### src/rtl/eeprom_pkg.sv
// eeprom_pkg: shared constants for the EEPROM BIST sequencer.
//   - iic_com command encodings driven on Start_Sig
//   - sequencer FSM state encoding
//   - pattern mode codes and the LFSR8 (x^8+x^6+x^5+x^4+1) step function
package eeprom_pkg;

  localparam logic [1:0] CMD_IDLE = 2'b00;
  localparam logic [1:0] CMD_WR   = 2'b01;
  localparam logic [1:0] CMD_RD   = 2'b10;

  typedef enum logic [2:0] {
    S_IDLE    = 3'd0,
    S_WR_REQ  = 3'd1,
    S_WR_WAIT = 3'd2,
    S_RD_REQ  = 3'd3,
    S_RD_CHK  = 3'd4,
    S_FIN     = 3'd5
  } state_e;

  localparam logic [1:0] PAT_FIXED = 2'd0;
  localparam logic [1:0] PAT_INC   = 2'd1;
  localparam logic [1:0] PAT_LFSR  = 2'd2;
  localparam logic [1:0] PAT_INV   = 2'd3;

  // Fibonacci form, shifting left: feedback is the XOR of bits 7,5,4,3.
  localparam logic [7:0] LFSR_TAPS = 8'hB8;

  function automatic logic [7:0] lfsr_next(input logic [7:0] s);
    return {s[6:0], ^(s & LFSR_TAPS)};
  endfunction

endpackage

### src/rtl/eeprom_pat_gen.sv
// eeprom_pat_gen: test-pattern generator for the BIST sequencer.
// Produces pat(i) for the current index i; the sequencer pulses restart at the
// start of each pass (i=0) and step whenever it advances the index, so the
// write and read passes see the identical sequence.
// Ports:
//   clk, rst   clock / synchronous active-high reset
//   mode       pattern select (PAT_FIXED, PAT_INC, PAT_LFSR, PAT_INV)
//   restart    return to index 0 (wins over step)
//   step       advance to the next index
//   pat        pattern byte for the current index
module eeprom_pat_gen #(
  parameter int         DATA_W = 8,
  parameter logic [7:0] SEED   = 8'h12
) (
  input  logic              clk,
  input  logic              rst,
  input  logic [1:0]        mode,
  input  logic              restart,
  input  logic              step,
  output logic [DATA_W-1:0] pat
);
  import eeprom_pkg::*;

  // An all-zero LFSR would lock up, so it is seeded with 1 instead.
  localparam logic [7:0] LFSR_INIT = (SEED == 8'h00) ? 8'h01 : SEED;

  logic [DATA_W-1:0] cnt_q, cnt_d;
  logic [7:0]        lfsr_q, lfsr_d;

  always_comb begin
    cnt_d  = cnt_q;
    lfsr_d = lfsr_q;
    if (restart) begin
      cnt_d  = '0;
      lfsr_d = LFSR_INIT;
    end else if (step) begin
      cnt_d  = cnt_q + 1'b1;
      lfsr_d = lfsr_next(lfsr_q);
    end
  end

  always_ff @(posedge clk) begin
    if (rst) begin
      cnt_q  <= '0;
      lfsr_q <= LFSR_INIT;
    end else begin
      cnt_q  <= cnt_d;
      lfsr_q <= lfsr_d;
    end
  end

  always_comb begin
    pat = DATA_W'(SEED);
    case (mode)
      PAT_FIXED: pat = DATA_W'(SEED);
      PAT_INC:   pat = DATA_W'(SEED) + cnt_q;
      PAT_LFSR:  pat = DATA_W'(lfsr_q);
      PAT_INV:   pat = DATA_W'(~SEED) + cnt_q;
      default:   pat = DATA_W'(SEED);
    endcase
  end

endmodule

### src/rtl/eeprom_bist_seq.sv
// eeprom_bist_seq: EEPROM built-in self-test sequencer driving an iic_com
// Start_Sig/Done_Sig byte engine. Writes a pattern to NUM_BYTES consecutive
// addresses (waiting tWR after each), reads every byte back, compares, and
// reports pass/fail, a saturating error count and the first failing address.
// Ports:
//   CLK, RST      clock / synchronous active-high reset (also resets iic_com)
//   Run, Mode     start pulse and pattern select (latched on Run)
//   Start_Sig     iic_com command: 01 write, 10 read, 00 idle
//   Addr_Sig      byte address, WrData write byte
//   RdData        read byte, valid with Done_Sig
//   Done_Sig      iic_com transaction complete
//   Busy          test running
//   Pass, Fail    result of the last test
//   Timeout       last test aborted waiting for Done_Sig
//   Err_Cnt       mismatch count (saturating), Fail_Addr first mismatch address
module eeprom_bist_seq #(
  parameter int         ADDR_W    = 8,
  parameter int         DATA_W    = 8,
  parameter int         NUM_BYTES = 16,
  parameter int         BASE_ADDR = 0,
  parameter logic [7:0] SEED      = 8'h12,
  parameter int         TWR_CYC   = 250000,
  parameter int         TO_CYC    = 1000000
) (
  input  logic              CLK,
  input  logic              RST,
  input  logic              Run,
  input  logic [1:0]        Mode,
  output logic [1:0]        Start_Sig,
  output logic [ADDR_W-1:0] Addr_Sig,
  output logic [DATA_W-1:0] WrData,
  input  logic [DATA_W-1:0] RdData,
  input  logic              Done_Sig,
  output logic              Busy,
  output logic              Pass,
  output logic              Fail,
  output logic              Timeout,
  output logic [ADDR_W:0]   Err_Cnt,
  output logic [ADDR_W-1:0] Fail_Addr
);
  import eeprom_pkg::*;

  localparam int IDX_W   = ADDR_W + 1;
  localparam int TMR_MAX = (TWR_CYC > TO_CYC) ? TWR_CYC : TO_CYC;
  localparam int TMR_W   = $clog2(TMR_MAX + 1);

  localparam logic [IDX_W-1:0] LAST_IDX = IDX_W'(NUM_BYTES - 1);
  // WR_WAIT runs with the timer at 0..TWR_CYC: TWR_CYC idle cycles plus the
  // cycle that advances the index.
  localparam logic [TMR_W-1:0] TWR_LAST = TMR_W'(TWR_CYC);
  // A request times out in its TO_CYC-th cycle without Done_Sig.
  localparam logic [TMR_W-1:0] TO_LAST  = TMR_W'(TO_CYC - 1);
  localparam logic [ADDR_W:0]  ERR_MAX  = '1;

  state_e              state_q, state_d;
  logic [IDX_W-1:0]    idx_q, idx_d;
  logic [TMR_W-1:0]    tmr_q, tmr_d;
  logic [1:0]          mode_q, mode_d;
  logic [DATA_W-1:0]   rd_q, rd_d;
  logic [ADDR_W:0]     err_q, err_d;
  logic [ADDR_W-1:0]   faddr_q, faddr_d;
  logic                busy_q, busy_d;
  logic                pass_q, pass_d;
  logic                fail_q, fail_d;
  logic                to_q, to_d;

  logic                pat_restart, pat_step;
  logic [DATA_W-1:0]   pat;
  logic [ADDR_W-1:0]   cur_addr;

  // Address wraps naturally modulo 2**ADDR_W.
  assign cur_addr = ADDR_W'(BASE_ADDR) + idx_q[ADDR_W-1:0];

  eeprom_pat_gen #(
    .DATA_W (DATA_W),
    .SEED   (SEED)
  ) u_pat (
    .clk     (CLK),
    .rst     (RST),
    .mode    (mode_q),
    .restart (pat_restart),
    .step    (pat_step),
    .pat     (pat)
  );

  always_comb begin
    state_d     = state_q;
    idx_d       = idx_q;
    tmr_d       = tmr_q;
    mode_d      = mode_q;
    rd_d        = rd_q;
    err_d       = err_q;
    faddr_d     = faddr_q;
    busy_d      = busy_q;
    pass_d      = pass_q;
    fail_d      = fail_q;
    to_d        = to_q;
    pat_restart = 1'b0;
    pat_step    = 1'b0;

    case (state_q)
      S_IDLE: begin
        if (Run) begin
          mode_d      = Mode;
          err_d       = '0;
          faddr_d     = '0;
          pass_d      = 1'b0;
          fail_d      = 1'b0;
          to_d        = 1'b0;
          idx_d       = '0;
          tmr_d       = '0;
          busy_d      = 1'b1;
          pat_restart = 1'b1;
          state_d     = S_WR_REQ;
        end
      end

      // Done_Sig is checked before expiry so a completion in the expiry
      // cycle still counts.
      S_WR_REQ, S_RD_REQ: begin
        if (Done_Sig) begin
          tmr_d = '0;
          if (state_q == S_RD_REQ) begin
            rd_d    = RdData;
            state_d = S_RD_CHK;
          end else begin
            state_d = S_WR_WAIT;
          end
        end else if (tmr_q == TO_LAST) begin
          tmr_d   = '0;
          to_d    = 1'b1;
          fail_d  = 1'b1;
          pass_d  = 1'b0;
          busy_d  = 1'b0;
          state_d = S_IDLE;
        end else begin
          tmr_d = tmr_q + 1'b1;
        end
      end

      S_WR_WAIT: begin
        if (tmr_q == TWR_LAST) begin
          tmr_d = '0;
          if (idx_q == LAST_IDX) begin
            idx_d       = '0;
            pat_restart = 1'b1;
            state_d     = S_RD_REQ;
          end else begin
            idx_d    = idx_q + 1'b1;
            pat_step = 1'b1;
            state_d  = S_WR_REQ;
          end
        end else begin
          tmr_d = tmr_q + 1'b1;
        end
      end

      S_RD_CHK: begin
        if (rd_q != pat) begin
          if (err_q != ERR_MAX) err_d = err_q + 1'b1;
          if (err_q == '0)      faddr_d = cur_addr;
        end
        if (idx_q == LAST_IDX) begin
          state_d = S_FIN;
        end else begin
          idx_d    = idx_q + 1'b1;
          pat_step = 1'b1;
          state_d  = S_RD_REQ;
        end
      end

      S_FIN: begin
        pass_d  = (err_q == '0);
        fail_d  = (err_q != '0);
        busy_d  = 1'b0;
        state_d = S_IDLE;
      end

      default: state_d = S_IDLE;
    endcase
  end

  always_ff @(posedge CLK) begin
    if (RST) begin
      state_q <= S_IDLE;
      idx_q   <= '0;
      tmr_q   <= '0;
      mode_q  <= '0;
      rd_q    <= '0;
      err_q   <= '0;
      faddr_q <= '0;
      busy_q  <= 1'b0;
      pass_q  <= 1'b0;
      fail_q  <= 1'b0;
      to_q    <= 1'b0;
    end else begin
      state_q <= state_d;
      idx_q   <= idx_d;
      tmr_q   <= tmr_d;
      mode_q  <= mode_d;
      rd_q    <= rd_d;
      err_q   <= err_d;
      faddr_q <= faddr_d;
      busy_q  <= busy_d;
      pass_q  <= pass_d;
      fail_q  <= fail_d;
      to_q    <= to_d;
    end
  end

  // Bus outputs decode straight from the state register; leaving a request
  // state drops Start_Sig to 00 for at least one cycle.
  always_comb begin
    Start_Sig = CMD_IDLE;
    Addr_Sig  = '0;
    WrData    = '0;
    if (state_q == S_WR_REQ) begin
      Start_Sig = CMD_WR;
      Addr_Sig  = cur_addr;
      WrData    = pat;
    end else if (state_q == S_RD_REQ) begin
      Start_Sig = CMD_RD;
      Addr_Sig  = cur_addr;
    end
  end

  assign Busy      = busy_q;
  assign Pass      = pass_q;
  assign Fail      = fail_q;
  assign Timeout   = to_q;
  assign Err_Cnt   = err_q;
  assign Fail_Addr = faddr_q;

endmodule
### config.mk
export PLATFORM = sky130hd
export DESIGN_NAME = eeprom_bist_seq
export DESIGN_NICKNAME = d
export VERILOG_FILES = /design/src/rtl/eeprom_pkg.sv /design/src/rtl/eeprom_pat_gen.sv /design/src/rtl/eeprom_bist_seq.sv
export SDC_FILE = /design/constraint.sdc
export NUM_CORES = 1
export LEC_CHECK = 0
export ABC_AREA = 0
export BUFFER_PORTS_ARGS = -buffer_cell sky130_fd_sc_hd__buf_2
export CAP_MARGIN = 5
export CORE_UTILIZATION = 58
export CTS_CLUSTER_DIAMETER = 100
export CTS_CLUSTER_SIZE = 20
export DETAILED_ROUTE_END_ITERATION = 7
export GPL_TIMING_DRIVEN = 0
export HOLD_SLACK_MARGIN = 0.08
export PLACE_DENSITY = 0.8
export REMOVE_ABC_BUFFERS = 1
export SLEW_MARGIN = 20
export SYNTH_ARGS = -nofsm -noshare
export SYNTH_HDL_FRONTEND = slang
export SYNTH_SLANG_ARGS = --single-unit
### constraint.sdc
create_clock -name CLK -period 3.55 [get_ports CLK]
set_input_delay 0.71 -clock CLK [delete_from_list [all_inputs] [get_ports CLK]]
set_output_delay 0.71 -clock CLK [all_outputs]
set_load 0.01 [all_outputs]
## Yosys cells after proc, flatten, opt, wreduce, memory -nomap -nowiden

Cells that the tools add are included.

- Memories kept: 0
- Latch bits: 0
- RAM bits: 0
- Register bits after elaboration: 79
- Word-level logic and storage cells: 110
- Memory bits (read-only): 0

- Muxes and demuxes: 48
- Equal/unequal tests: 22
- $lt $le $gt $ge: 0
- Bitwise logic cells: 0
- $add $sub $neg: 6
- Shifts and indexed selects: 0
- Divide/modulo/power cells: 0
- Reduce and logical (&&, ||, !) cells: 21
- Multipliers: 0

Operators by type and width:

| operator | count |
|---|---|
| 20-bit 2-to-1 mux | 4 |
| 20-bit case mux with 3 select lines | 1 |
| 9-bit 2-to-1 mux | 6 |
| 8-bit 2-to-1 mux | 6 |
| 8-bit case mux with 4 select lines | 1 |
| 9-bit case mux with 3 select lines | 1 |
| 20-bit by 1-bit adder with 20-bit output, second input constant | 1 |
| 20-bit by 18-bit == test with 1-bit output, second input constant | 1 |
| 20-bit == test, second input constant | 1 |
| 4-bit AND reduction | 5 |
| 9-bit by 1-bit adder with 9-bit output, second input constant | 2 |
| 3-bit 2-to-1 mux | 6 |
| 9-bit case mux with 2 select lines | 1 |
| 2-bit inequality test, second input constant | 8 |
| 8-bit case mux with 2 select lines | 1 |
| 3-bit case mux with 4 select lines | 1 |
| 1-bit 2-to-1 mux | 11 |
| 9-bit by 4-bit == test with 1-bit output, second input constant | 1 |
| 9-bit zero test | 1 |
| 9-bit inequality test, second input constant | 1 |
| 1-bit case mux with 3 select lines | 3 |
| 3-bit nonzero test | 3 |
| 9-bit nonzero test | 1 |
| 5-bit by 8-bit adder with 8-bit output, first input constant | 1 |
| other kinds (18) | 29 |

## Logic depth before layout (Yosys ltp)

Gate-level depths: netlist of the first run.

- Word-level depth: 5
- Mapped depth: 12
- Depth with buffers taken out: 10

## Hierarchy

Synthesis of the first run repeated with hierarchy kept, for this count alone.

- Cell total of the unflattened synthesis: 549
- Area, all modules: 4,430.5 µm²

Modules (own cells, without submodules):

| module | times used | sequential area each (µm²) | cells each | area an instance (µm²) |
|---|---|---|---|---|
| eeprom_bist_seq | 1 | 1,261.2 | 429 | 3,409.5 |
| eeprom_pat_gen | 1 | 320.3 | 120 | 1,021.0 |

## Worst setup path before layout of the first run

No wires, ideal clock.

- Path type: reg-to-reg
- Start point: register u_pat.cnt_q[2]
- End point: register faddr_q[0], in the netlist Fail_Addr[0]
- Cell stages (with the launch flop): 13
- Arrival time: 3,014 ps
- Clock period less this slack: 3,147 ps
- Setup time: 134 ps
- Slack: 403 ps
- Cell sequence: dfxtp_1 -> buf_6 -> inv_1 -> ha_1 -> a211o_1 -> o311a_1 -> o21a_1 -> or3_1 -> a2111o_1 -> or4_4 -> buf_6 -> nand4_1 -> a21oi_1

- Cells in the longest elaborated chain, start to end: 5
- Elaborated cells on any way between the ends: 6
- Classes of those cells: add/sub (2); eq/ne (2); mux (1); reduce/logical (1)

Ends and longest elaborated chain:

| element | RTL line | text |
|---|---|---|
| start: declaration | eeprom_pat_gen.sv:27 | `logic [DATA_W-1:0] cnt_q, cnt_d;` |
| start signal: assignment | eeprom_pat_gen.sv:47 | `cnt_q <= cnt_d;` |
| 8-bit adder / 5-bit by 8-bit adder with 8-bit output (equally long branches) | eeprom_pat_gen.sv:58, eeprom_pat_gen.sv:56 |  |
| 8-bit case mux with 4 select lines (*) | eeprom_pat_gen.sv:54 | `case (mode)` |
| 8-bit inequality test (*) | eeprom_bist_seq.sv:159 | `if (rd_q != pat) begin` |
| 2-bit inequality test (no line) (*) | - |  |
| 4-bit AND reduction (no line) (*) | - |  |
| end signal: assignment | eeprom_bist_seq.sv:203 | `faddr_q <= faddr_d;` |
| end: declaration | eeprom_bist_seq.sv:61 | `logic [ADDR_W-1:0] faddr_q, faddr_d;` |

Every way passes the cells marked *; elsewhere a longest branch is shown, timed or not.
A chain may end at the register's enable or synchronous reset.

## Worst setup path in the final report of the first run

- Start point: register u_pat.cnt_q[2]
- End point: register err_q[7], in the netlist Err_Cnt[7]

- Cells in the longest elaborated chain, start to end: 5
- Elaborated cells on any way between the ends: 6
- Classes of those cells: add/sub (2); eq/ne (2); mux (1); reduce/logical (1)

Ends and longest elaborated chain:

| element | RTL line | text |
|---|---|---|
| 8-bit adder / 5-bit by 8-bit adder with 8-bit output (equally long branches) | eeprom_pat_gen.sv:58, eeprom_pat_gen.sv:56 |  |
| 8-bit case mux with 4 select lines (*) | eeprom_pat_gen.sv:54 |  |
| 8-bit inequality test (*) | eeprom_bist_seq.sv:159 |  |
| 2-bit inequality test (no line) (*) | - |  |
| 4-bit AND reduction (no line) (*) | - |  |
| end signal: assignment | eeprom_bist_seq.sv:202 | `err_q <= err_d;` |
| end: declaration | eeprom_bist_seq.sv:60 | `logic [ADDR_W:0] err_q, err_d;` |

Marks and branches as above.

==> flow_results.org, run 1 <==
** Final layout
- Layout net count :: 620
- Area overhead of the layout relative to synthesis :: 11.7%
- Diode insertion count for antenna repair :: 0
- After routing the design area is 4880 um^2.
- Final std cells w/o fill :: 701
- In the final layout, the share of cells above drive strength 1 is 0.146.
- Fill cell instance count of the final layout :: 616
- Final core utilization :: 0.673

** Clock tree
- TritonCTS built the clock tree.
- Counting the buffers created by CTS gives 9.
- The clock drives 79 sinks.
- Worst-path clk slew :: 0.10 ns
- Clk Latency, worst-skew pair :: 0.37 ns
- Hold bufs inserted after CTS :: 0
- Clock root buffer :: sky130_fd_sc_hd__clkbuf_8
- Maximum root-to-sink buffer count :: 2
- The clock tree synthesis step divided the H-tree into 3 levels.

** Logic synthesis
- Post-Synth Adder-Cell Area :: 0.0258
- By area the synthesized netlist is led by sky130_fd_sc_hd__dfxtp_1 36%, sky130_fd_sc_hd__nor2_1 6.1%, sky130_fd_sc_hd__nand2_1 5.8%.
- Synthesis inferred 79 register bits.
- Area share of and/or/nand/nor cells after synthesis :: 0.300
- For this run, asynchronously set or reset flops after synthesis account for 0.
- Counting flops with a built-in enable in the synthesized netlist gives 0.
- The biggest area contributor in the post-synthesis netlist is sky130_fd_sc_hd__dfxtp_1.
- A synthesized cell averages 7.80 um^2.
- Synthesized area :: 4370 um^2
- Main combinational cell family by area after synthesis :: simple AND/OR/NAND/NOR gates
- Post-synthesis cell count :: 560
- Count of cell types in the netlist :: 64
- Synth warn :: 0
- Area share of the largest cell type after synthesis :: 0.362
- Complex-gate fraction of the synthesized area :: 0.170
- Proportion of synthesized area in mux cells :: 0.0143
- Xor/xnor cell area share of the yosys netlist :: 0.0842
- Portion of the post-synthesis area used by sequential elements :: 0.362
- Among all flip-flop cells after synthesis, the most frequent one is sky130_fd_sc_hd__dfxtp_1.

** Detailed routing
- Vias :: 4,154
- Dividing the detail-routed via count by the number of cells gives 5.93.
- DRC :: 0
- In this run, the number of DRC markers left after iteration 0 of detailed routing was 195.
- Wires add up to 10,700 um.
- In the final routed layout, each cell accounts on average for 15.2 um.
- TritonRoute pass-1 iters :: 6
- In this run the remaining antenna-violating nets after routing total 0.

** STA
- Worst clock skew on the final layout :: 0.0134 ns
- Worst max-slew margin expressed relative to the limit :: 0.278
- Dividing the final minimum period by the clock period gives 0.952.
- In the final timing run, aggregate negative setup slack is 0 ns.
- The final count of hold timing violations was 0.
- Final setup margin :: 0.172 ns
- Counting I/O delays and the setup requirement, the final critical path takes 3.38 ns.
- Setup violations remaining at the end of the flow were counted as 0.
- Number of max-slew violations in the final report :: 0
- Based on the critical path, the design can be clocked at up to 0.296 GHz.
- Transition time of the tightest slew-check pin :: 1.08 ns
- Setup repair after global routing missed its margin :: false
- Final hold analysis gives a worst-case slack of 0.476 ns.

** Power
- Sequential fraction of design power :: 0.426
- Internal power comes to 1.46 mW.
- Comb pwr share :: 0.263
- Overall power consumption after layout is estimated at 2.35 mW.
- Power share of the clock group :: 0.310
- Largest vdd supply drop :: 0.445 mV
- For this design the ratio of total power to cell area is 481 nW/um^2.
- In this run the power spent charging and discharging nets is 888 uW.
- Summed over all cells, the static leakage comes to 1.86 nW.
- Proportion of total power due to net switching :: 0.378

** GRT
- Overflow after GRT :: 0
- Total track usage :: 0.282
- Maximum number of pins on one net before global-route repair :: 36
- For met2 alone, demand over resource in global routing was 0.465.
- In this run the most used layer during global routing was met2.
- M3 GR Usage :: 0.0597
- Global-route track usage on met1 :: 0.369
- The number of antenna violations at the first check in global routing came to 0.
- Wire length of the first global-routing pass :: 17,300 um
- Via count of the first global-routing pass :: 3,637

** Status
- Status :: completed

** Setup path
- Maximum fanout along the worst path :: 11
- The worst setup path is captured at a flop.
- Startpoint type of the worst setup path :: flop
- WP data arrival :: 3.63 ns
- Data on the critical path is required at its endpoint by 3.80 ns.
- The critical path is of the flop to flop type.

** Die
- The floorplan step defined a die boundary enclosing 7880 um^2.
- I/O pin count :: 53
- The core region is 7250 um^2.
- Measured along the x axis, the die boundary spans 88.8 um.
- The initial utilization of the core area, before any placement, comes to 0.602.
- Core Rows :: 31
- Die H :: 88.8 um

** Place
- In this run, placement finished with an instance count of 683.
- Cell area reported after detailed placement :: 4630 um^2
- Worst slack at placement :: -0.665 ns
- Gpl congestion :: 0.874
- DP HPWL :: 7310 um
- Number of input and output port buffers inserted :: 52

** Min path
- The path class of the tightest hold or removal check is flop to flop.

** Run
- The tool flagged a number of max-cap violations equal to 0.
## what timing repair did
| action | 4_1_cts | 5_1_grt |
|---|---|---|
| resized for setup | 3 | 2 |
| pin swaps | 1 | 0 |
| buffers inserted | 2 | 0 |
| endpoints found under the setup margin | 17 | 1 |
| endpoints found under the hold margin | 0 | 0 |
| gates cloned | 0 | 0 |
## layout by cell type (no fill, tap or decap), types with 9 or more instances in the layout
master and instances:
sky130_fd_sc_hd__ha_1 9, sky130_fd_sc_hd__inv_1 15, sky130_fd_sc_hd__xor2_1 19, sky130_fd_sc_hd__nand3_1 19, sky130_fd_sc_hd__and2_1 14, sky130_fd_sc_hd__nor2_1 70
sky130_fd_sc_hd__buf_2 52, sky130_fd_sc_hd__and3_1 11, sky130_fd_sc_hd__o21ai_0 21, sky130_fd_sc_hd__nand4_1 19, sky130_fd_sc_hd__xnor2_1 23, sky130_fd_sc_hd__clkbuf_8 9
sky130_fd_sc_hd__nor3_1 12, sky130_fd_sc_hd__dfxtp_1 77, sky130_fd_sc_hd__nand2_1 67, sky130_fd_sc_hd__a21oi_1 40
## Yosys cell counts, types with 14 or more instances
library cell	count
sky130_fd_sc_hd__inv_1	15
sky130_fd_sc_hd__o21ai_0	22
sky130_fd_sc_hd__nand2_1	68
sky130_fd_sc_hd__and2_1	14
sky130_fd_sc_hd__a21oi_1	40
sky130_fd_sc_hd__xor2_1	19
sky130_fd_sc_hd__dfxtp_1	79
sky130_fd_sc_hd__xnor2_1	23
sky130_fd_sc_hd__clkbuf_1	23
sky130_fd_sc_hd__nand3_1	19
sky130_fd_sc_hd__nand4_1	19
sky130_fd_sc_hd__nor2_1	71
## routing by layer
layer | share of wire | routed length (um) | vias to the layer above
li1 | - | - | 2053
met4 | 0.016 | 170 | 0
met3 | 0.059 | 635 | 14
met1 | 0.45 | 4760 | 1949
met5 | 0 | 0 | -
met2 | 0.48 | 5120 | 138
## power groups by stage
stage / clock network [mW] / registers [mW] / logic, mW
floorplan: 0 / 1.01 / 0.414
global placement: 0 / 1.02 / 0.569
detailed placement: 0 / 1.02 / 0.600
CTS: 0.737 / 0.999 / 0.607
global route: 0.771 / 1.01 / 0.686
finish: 0.729 / 1.00 / 0.618
## kinds of logic (layout without fill, tap and decap cells)
family / Yosys count / count (layout)
xor+xnor: 42 / 42
mux: 6 / 6
compound gates: 117 / 117
buf+inv: 45 / 87
fa+ha+maj: 9 / 9
flops: 79 / 79
simple gates: 262 / 262
## worst max-delay path, cell delays in order, from the launching register on
cell	delay, ns
sky130_fd_sc_hd__dfxtp_2	0.45
sky130_fd_sc_hd__inv_1	0.07
sky130_fd_sc_hd__ha_1	0.19
sky130_fd_sc_hd__a211o_1	0.33
sky130_fd_sc_hd__o311a_1	0.29
sky130_fd_sc_hd__o21a_1	0.20
sky130_fd_sc_hd__or3_1	0.31
sky130_fd_sc_hd__a2111o_1	0.49
sky130_fd_sc_hd__or4_4	0.64
sky130_fd_sc_hd__nand2_2	0.17
sky130_fd_sc_hd__o21ai_0	0.12
## sequential cells by signal, indices dropped and copies added (netlist names)
name          count
tmr_q            20
Err_Cnt           9
idx_q             9
Fail_Addr         8
rd_q              8
u_pat.cnt_q       8
u_pat.lfsr_q      8
state_q           3
mode_q            2
Busy              1
Fail              1
Pass              1
Timeout           1
## path summary, 6_finish.rpt
path / startpoint / end / slack, ns / cells past startpoint
worst min-delay path: rd_q[7]$_SDFFE_PP0P_ / rd_q[7]$_SDFFE_PP0P_ / 0.48 / 2
worst min register to register: rd_q[7]$_SDFFE_PP0P_ / rd_q[7]$_SDFFE_PP0P_ / 0.48 / 2
worst max-delay path: u_pat.cnt_q[2]$_SDFFE_PP0P_ / Err_Cnt[7]$_SDFFE_PP0P_ / 0.17 / 10
worst max register to register: u_pat.cnt_q[2]$_SDFFE_PP0P_ / Err_Cnt[7]$_SDFFE_PP0P_ / 0.17 / 10
## layout make-up
cell class / instances / area (um^2) / share of cell area
clock buffers: 9 / 124 / 0.0254
clock inverters: 7 / 83.8 / 0.0172
inverters: 16 / 60.1 / 0.0123
multi-input cells: 436 / 2610 / 0.534
flip-flops and latches: 79 / 1580 / 0.324
well taps: 99 / 124 / 0.0254
repair buffers: 55 / 299 / 0.0613
No activity file was read; power rests on OpenSTA's default activity.
==> run 2: changes to the inputs <==
- CORE_UTILIZATION: 58 -> 30
- PLACE_DENSITY: 0.8 -> unset
- clock period: 3.55 -> 3.8 ns (I/O delays scaled with it)
==> run 2 against run 1 <==
Compared with the run above:
- sequential share of layout area fell by 1.6 points
- register-to-register slack barely moved
- flip-flop and latch count did not move
- fmax fell by 6.9%
- final cell count rose by 12%
- design area rose by 4.9%
- first-iteration DRC count rose by 5.1%
- critical path depth did not move
- count of clock-buffer cells in the layout rose by 2
- core utilization fell by 31 points
- worst setup slack improved by 0.0012 ns
- largest power group is now the clock network
- highest routed layer unchanged
==> flow_results.org, run 2 (synthesized netlist as in run 1, its figures left out) <==
** Power
- Sequential fraction of design power :: 0.375 (-0.051)
- Leakage power :: 1.93 nW (+3.6%)
- Power spent charging and discharging nets :: 798 uW (-10%)
- Proportion of total power due to net switching :: 0.319 (-0.0596)
- Largest vdd supply drop :: 0.248 mV (-44%)
- The combinational share of power was 0.226 (-0.037).
- Total power :: 2.51 mW (+6.7%)
- The internal portion of total power was 1.71 mW (+17%).
- Power share of the clock group :: 0.399 (+0.089)
- Power per cell area :: 489 nW/um^2 (+1.7%)

** Final layout
- Leaving out fill and tap cells, the most frequent cell in the layout is sky130_fd_sc_hd__dfxtp_1.
- The post-route core utilization came to 0.365 (-0.308).
- In the layout the commonest cells are 79 x sky130_fd_sc_hd__dfxtp_1, 70 x sky130_fd_sc_hd__nor2_1, 68 x sky130_fd_sc_hd__nand2_1.
- The net count of the finished layout was 620 (unchanged).
- Area overhead of the layout relative to synthesis :: 17.2%
- Diode insertion count for antenna repair :: 0 (unchanged)
- Fraction of layout cells with a size suffix above 1 :: 0.141 (-0.00498)
- The flip-flop count of the largest register after layout is 20 (unchanged).
- More flip-flops sit in one register than any other, and that register is tmr_q.
- The number of inserted filler cells in the final layout is 1,464 (+140%).

** Place
- DP HPWL :: 8040 um (+9.9%)
- Gpl congestion :: 0.824 (-5.7%)
- Number of input and output port buffers inserted :: 52 (unchanged)

** GRT
- Total track usage :: 0.157 (-0.125)
- Overflow after GRT :: 0 (unchanged)
- Via count of the first global-routing pass :: 3,851 (+5.9%)
- The pin count of the biggest net entering global routing came to 36 (unchanged).
- Initial antenna violation count :: 0 (unchanged)
- The first-pass GRT wire length came to 18,600 um (+7.2%).

** Setup path
- Critical Path Sink Type :: flop
- Launching point of the worst reg2reg path :: u_pat.cnt_q[2]$_SDFFE_PP0P_
- The worst setup path is launched from a flop.
- Maximum fanout along the worst path :: 11 (unchanged)
- The critical path is of the flop to flop type.
- The most critical setup path has its startpoint at u_pat.cnt_q[2]$_SDFFE_PP0P_.
- The endpoint required time on the critical path is 4.01 ns (+0.21 ns).
- WP data arrival :: 3.83 ns (+0.20 ns)

** STA
- The clock tree skew after final layout came to 0.00665 ns (-0.00673 ns).
- Transition time of the tightest slew-check pin :: 0.976 ns (-0.0993 ns)
- Final-report setup violation count :: 0 (unchanged)
- The peak clock frequency supported by timing came to 0.276 GHz (-6.9%).
- Worst max-slew margin expressed relative to the limit :: 0.349 (+0.0717)
- Setup repair after global routing missed its margin :: false
- Number of max-slew violations in the final report :: 0 (unchanged)
- TNS Setup :: 0 ns (unchanged)
- Post-route minimum period :: 3.63 ns (+0.249 ns)
- The final count of hold timing violations came to 0 (unchanged).
- Fraction of the cycle the final worst path needs :: 0.954 (+0.00286)

** Detailed routing
- Initial drt markers :: 205 (+5.1%)
- TritonRoute pass-1 iters :: 5 (-1)
- The remaining number of nets flagged by the antenna check after routing was 0 (unchanged).
- Routed wire per std cell :: 14.5 um (-4.9%)
- Total detailed-routing wirelength :: 11,300 um (+6.1%)
- The total DRC errors in the routed layout was 0 (unchanged).
- Routed via count divided by cell count :: 5.26 (-11%)
- Vias :: 4,111 (-1.0%)

** Clock tree
- The number of sinks driven by the clock tree came to 79 (unchanged).
- The number of H-tree branching levels was 3 (unchanged).
- The clock transition at the registers of the reported paths was 0.06 ns (-0.04 ns).
- The insertion delay to the later sink of the worst-skew pair is 0.34 ns (-0.03 ns).
- Maximum root-to-sink buffer count :: 2 (unchanged)
- The clock buffer count from CTS is 9 (unchanged).
- TritonCTS built the clock tree.
- The root buffer cell chosen for the clock tree is sky130_fd_sc_hd__clkbuf_16.

** Min path
- The path class of the tightest hold or removal check is flop to flop.
- Start point of the worst min-delay path :: rd_q[5]$_SDFFE_PP0P_

** Die
- Area enclosed by the die boundary :: 15,100 um^2 (+91%)
- The initial cell density of the core is 0.311 (-0.291).
- Placeable Area :: 14,000 um^2 (+94%)
- Chip width :: 123 um (+38%)
- The die extent in y came to 123 um (+38%).
- I/O pin count :: 53 (unchanged)
- Core Rows :: 43 (+39%)

** Run
- The number of max-capacitance violations reported came to 0 (unchanged).

** Status
- The run finished with clean final reports.
run 2: changes by cell type in the layout (fill, tap and decap cells not counted), sizes merged:
cell | previous run | this run
clkbuf | 9 | 11
inv | 20 | 16
bufinv | 1 | 3
clkinv | 1 | 2
clkinvlp | 1 | 0
run 2: area by class of cell:
| cell class | count | area, um^2 | share of cell area |
|---|---|---|---|
| clock buffer | 11 | 243 | 0.0474 |
| clock inverter | 5 | 104 | 0.0203 |
| multi-input combinational | 436 | 2610 | 0.510 |
| tap | 180 | 225 | 0.0440 |
| inverter | 16 | 60.1 | 0.0117 |
| timing repair buffer | 55 | 299 | 0.0584 |
| sequential | 79 | 1580 | 0.309 |
run 2: final timing paths:
| kind | to | slack (ns) | cells after the start |
|---|---|---|---|
| worst max-delay path | Err_Cnt[2]$_SDFFE_PP0P_ | 0.17 | 10 |
| worst max register to register | Err_Cnt[2]$_SDFFE_PP0P_ | 0.17 | 10 |
| worst min-delay path | rd_q[5]$_SDFFE_PP0P_ | 0.47 | 2 |
| worst min register to register | rd_q[5]$_SDFFE_PP0P_ | 0.47 | 2 |
run 2: through the flow:
stage / cell area, um^2 / hold slack [ns] / std cells / worst slack, ns
finish: 5120 / 0.468 / 782 / 0.173
global route: 5120 / 0.495 / 782 / 0.0195
CTS: 5120 / 0.472 / 782 / 0.122
detailed placement: 4740 / 0.460 / 764 / -0.163
global placement: 4720 / 0.453 / 763 / -0.439
floorplan: 4240 / 0.435 / 531 / 0.520
run 2: metal layers:
metal	up-vias	GRT usage	routed length [um]
li1	2053	-	-
met1	1928	0.206	5430
met2	112	0.250	5080
met3	18	0.0260	573
met4	0	0.0770	243
met5	-	0	0
run 2: power by group through the flow:
| stage | clock network (mW) | logic (mW) | registers (mW) |
|---|---|---|---|
| 6_report | 1.00 | 0.567 | 0.939 |
| 5_1_grt | 1.06 | 0.626 | 0.946 |
| 4_1_cts | 1.02 | 0.566 | 0.937 |
| 3_5_place_dp | 0 | 0.563 | 0.954 |
| 3_3_place_gp | 0 | 0.552 | 0.950 |
| 2_1_floorplan | 0 | 0.387 | 0.940 |
run 2: worst max-delay path, stage by stage, from the launching register on:
cell and delay, ns:
sky130_fd_sc_hd__dfxtp_1 0.56, sky130_fd_sc_hd__inv_1 0.08, sky130_fd_sc_hd__ha_1 0.21, sky130_fd_sc_hd__a211o_1 0.34
sky130_fd_sc_hd__o311a_1 0.30, sky130_fd_sc_hd__o21a_1 0.23, sky130_fd_sc_hd__or3_1 0.32, sky130_fd_sc_hd__a2111o_1 0.47
sky130_fd_sc_hd__or4_4 0.65, sky130_fd_sc_hd__nand2_1 0.22, sky130_fd_sc_hd__o21ai_0 0.11
run 2: repair_timing:
item,4_1_cts,5_1_grt
hold buffers,0,0
endpoints found under the hold margin,0,0
gates resized for setup,0,1
pin swaps,1,0
setup buffers,2,0
endpoints found under the setup margin,15,16
==> run 3: changes to the inputs <==
- BUFFER_PORTS_ARGS: -buffer_cell sky130_fd_sc_hd__buf_2 -> -buffer_cell sky130_fd_sc_hd__buf_4
- SLEW_MARGIN: 20 -> 0
==> run 3 against run 2 <==
Compared with the run above:
- routed wire length grew 1.8%
- fmax grew 0.53%
- hold slack gained 0.0089 ns
- clock skew shrank 0.0018 ns
- critical path type unchanged
- highest routed layer unchanged
==> flow_results.org, run 3 (synthesized netlist as in run 1, its figures left out) <==
** Status
- Status :: completed

** Final layout
- The library cell used most frequently in the layout, excluding fill and tap cells, is sky130_fd_sc_hd__dfxtp_1.
- Diode insertion count for antenna repair :: 0 (unchanged)
- Layout net count :: 618 (-0.32%)
- Area of combinational cells with multiple inputs :: 2610 um^2 (-0.19%)
- Ranked by flip-flop count, first place goes to tmr_q.
- Reg area :: 1580 um^2 (unchanged)
- Fraction of layout cells with a size suffix above 1 :: 0.138 (-0.00286)
- Fill cell instance count of the final layout :: 1,456 (-0.55%)
- The final non-filler cell area was 5180 um^2 (+1.1%).
- The post-route core utilization was 0.369 (+0.00401).
- In the layout the commonest cells are 79 x sky130_fd_sc_hd__dfxtp_1, 70 x sky130_fd_sc_hd__nor2_1, 68 x sky130_fd_sc_hd__nand2_1.
- Max FFs per register :: 20 (unchanged)
- The area growth from synthesis to layout is 18.5%.

** Power
- Power spent charging and discharging nets :: 818 uW (+2.4%)
- The power density over the cells came to 461 nW/um^2 (-5.8%).
- The internal portion of total power is 1.57 mW (-8.1%).
- The clock group share of total power came to 0.361 (-0.038).
- The part of the total power dissipated in sequential elements is 0.393 (+0.018).
- Largest vdd supply drop :: 0.175 mV (-30%)
- Comb pwr share :: 0.246 (+0.020)
- The fraction of power spent switching nets was 0.342 (+0.0238).
- The static leakage is 1.89 nW (-1.9%).

** Clock tree
- The clock transition at the registers of the reported paths was 0.06 ns (about the same).
- Clock root buffer :: sky130_fd_sc_hd__clkbuf_16
- The insertion delay to the later sink of the worst-skew pair is 0.34 ns (about the same).
- The clock buffer count from CTS was 9 (unchanged).
- H-tree levels :: 3 (unchanged)
- The buffer levels on the longest clock path is 2 (unchanged).
- Total clock sinks :: 79 (unchanged)
- TritonCTS built the clock tree.

** STA
- Transition time of the tightest slew-check pin :: 1.27 ns (+0.293 ns)
- Fraction of the cycle the final worst path needs :: 0.949 (-0.00502)
- Final-report setup violation count :: 0 (unchanged)
- The minimum period implied by the final worst setup slack came to 3.61 ns (-0.0191 ns).
- The worst slew margin relative to its limit was 0.147 (-0.202).
- The setup slack after layout was 0.192 ns (+0.0191 ns).
- The peak clock frequency supported by timing was 0.277 GHz (+0.53%).
- The count of final max-slew check failures came to 0 (unchanged).
- The final count of hold timing violations was 0 (unchanged).
- The clock tree skew after final layout is 0.00480 ns (-0.00185 ns).
- Setup repair after global routing missed its margin :: false

** Die
- Core Rows :: 43 (unchanged)
- The I/O pin count came to 53 (unchanged).
- The die extent in y came to 123 um (unchanged).
- The die span in x came to 123 um (unchanged).
- The initial cell density of the core was 0.311 (unchanged).
- Area enclosed by the die boundary :: 15,100 um^2 (unchanged)
- Placeable Area :: 14,000 um^2 (unchanged)

** Setup path
- The data arrival at the endpoint of the critical path came to 3.82 ns (about the same).
- STA classifies the critical path startpoint as a flop.
- Maximum fanout along the worst path :: 11 (unchanged)
- The number of cell instances on the worst register-to-register path was 10 (unchanged).
- The worst setup path is captured at a flop.
- Crit Path Category :: flop to flop
- The endpoint required time on the critical path is 4.01 ns (about the same).

** Detailed routing
- The violation count after the first detailed-route iteration was 232 (+13%).
- Total detailed-routing wirelength :: 11,500 um (+1.8%)
- The remaining number of nets flagged by the antenna check after routing is 0 (unchanged).
- The via-per-instance ratio came to 5.25 (-0.13%).
- The detailed-route via count is 4,095 (-0.39%).
- The iteration count of the initial detailed-routing pass was 4 (-1).
- DRC :: 0 (unchanged)
- Routed wire per std cell :: 14.8 um (+2.0%)

** GRT
- Via count of the first global-routing pass :: 3,816 (-0.91%)
- Total track usage :: 0.161 (+0.00363)
- Overflow after GRT :: 0 (unchanged)
- The pin count of the biggest net entering global routing is 36 (unchanged).
- Initial antenna violation count :: 0 (unchanged)
- Wire length of the first global-routing pass :: 19,000 um (+2.3%)

** Place
- The quantity of I/O buffers inserted on ports was 52 (unchanged).
- The estimated wirelength of the detail-placed design is 8200 um (+2.0%).
- The instance area after placement is 4850 um^2 (+2.3%).
- Worst slack at placement :: -0.478 ns (-0.315 ns)
- Gpl congestion :: 0.864 (+4.9%)

** Min path
- The path class of the tightest hold or removal check is flop to flop.
- The number of instances on the worst hold path is 2 (unchanged).

** Run
- The number of max-capacitance violations reported is 0 (unchanged).
## run 3: power groups by stage
stage | Sequential [mW] | Clock (mW) | Combinational (mW)
detailed placement | 0.953 | 0 | 0.587
finish | 0.938 | 0.863 | 0.587
global placement | 0.951 | 0 | 0.576
CTS | 0.936 | 0.887 | 0.590
floorplan | 0.940 | 0 | 0.387
global route | 0.946 | 0.928 | 0.658
## run 3: worst max-delay path, stage by stage (launching register included)
cell and delay (ns):
sky130_fd_sc_hd__dfxtp_1 0.57, sky130_fd_sc_hd__inv_1 0.08, sky130_fd_sc_hd__ha_1 0.21, sky130_fd_sc_hd__a211o_1 0.33, sky130_fd_sc_hd__o311a_1 0.30, sky130_fd_sc_hd__o21a_1 0.22
sky130_fd_sc_hd__or3_1 0.31, sky130_fd_sc_hd__a2111o_1 0.47, sky130_fd_sc_hd__or4_4 0.65, sky130_fd_sc_hd__nand2_1 0.22, sky130_fd_sc_hd__o21ai_0 0.12
## run 3: layout make-up
class                           count  share of cell area
Clock buffer                        9              0.0435
Clock inverter                      7              0.0138
Timing Repair Buffer               53              0.0792
Inverter                           16              0.0116
Multi-Input combinational cell    436               0.503
Sequential cell                    79               0.305
Tap cell                          180              0.0435
## run 3: path summary, 6_finish.rpt
check	from	endpoint	slack, ns
worst min register to register	rd_q[7]$_SDFFE_PP0P_	rd_q[7]$_SDFFE_PP0P_	0.48
worst max-delay path	u_pat.cnt_q[2]$_SDFFE_PP0P_	Err_Cnt[2]$_SDFFE_PP0P_	0.19
worst max register to register	u_pat.cnt_q[2]$_SDFFE_PP0P_	Err_Cnt[2]$_SDFFE_PP0P_	0.19
worst min-delay path	rd_q[7]$_SDFFE_PP0P_	rd_q[7]$_SDFFE_PP0P_	0.48
## run 3: layer usage
metal	vias up	routed length [um]	GRT usage
li1	2049	-	-
met1	1921	5350	0.209
met2	114	5350	0.257
met3	11	689	0.0386
met4	0	138	0.0610
met5	-	0	0
## run 3: timing repair
action	in CTS	in global routing
setup buffers	0	1
endpoints found under the setup margin	17	17
pin swaps	1	1
hold buffers	0	0
resized for setup	1	1
## run 3: stage by stage
stage | hold WS, ns | instances | power (mW) | TNS [ns]
floorplan | 0.435 | 531 | 1.33 | 0
global placement | 0.458 | 763 | 1.53 | -6.97
detailed placement | 0.463 | 763 | 1.54 | -7.16
CTS | 0.475 | 779 | 2.41 | 0
global route | 0.494 | 780 | 2.53 | 0
finish | 0.476 | 780 | 2.39 | 0
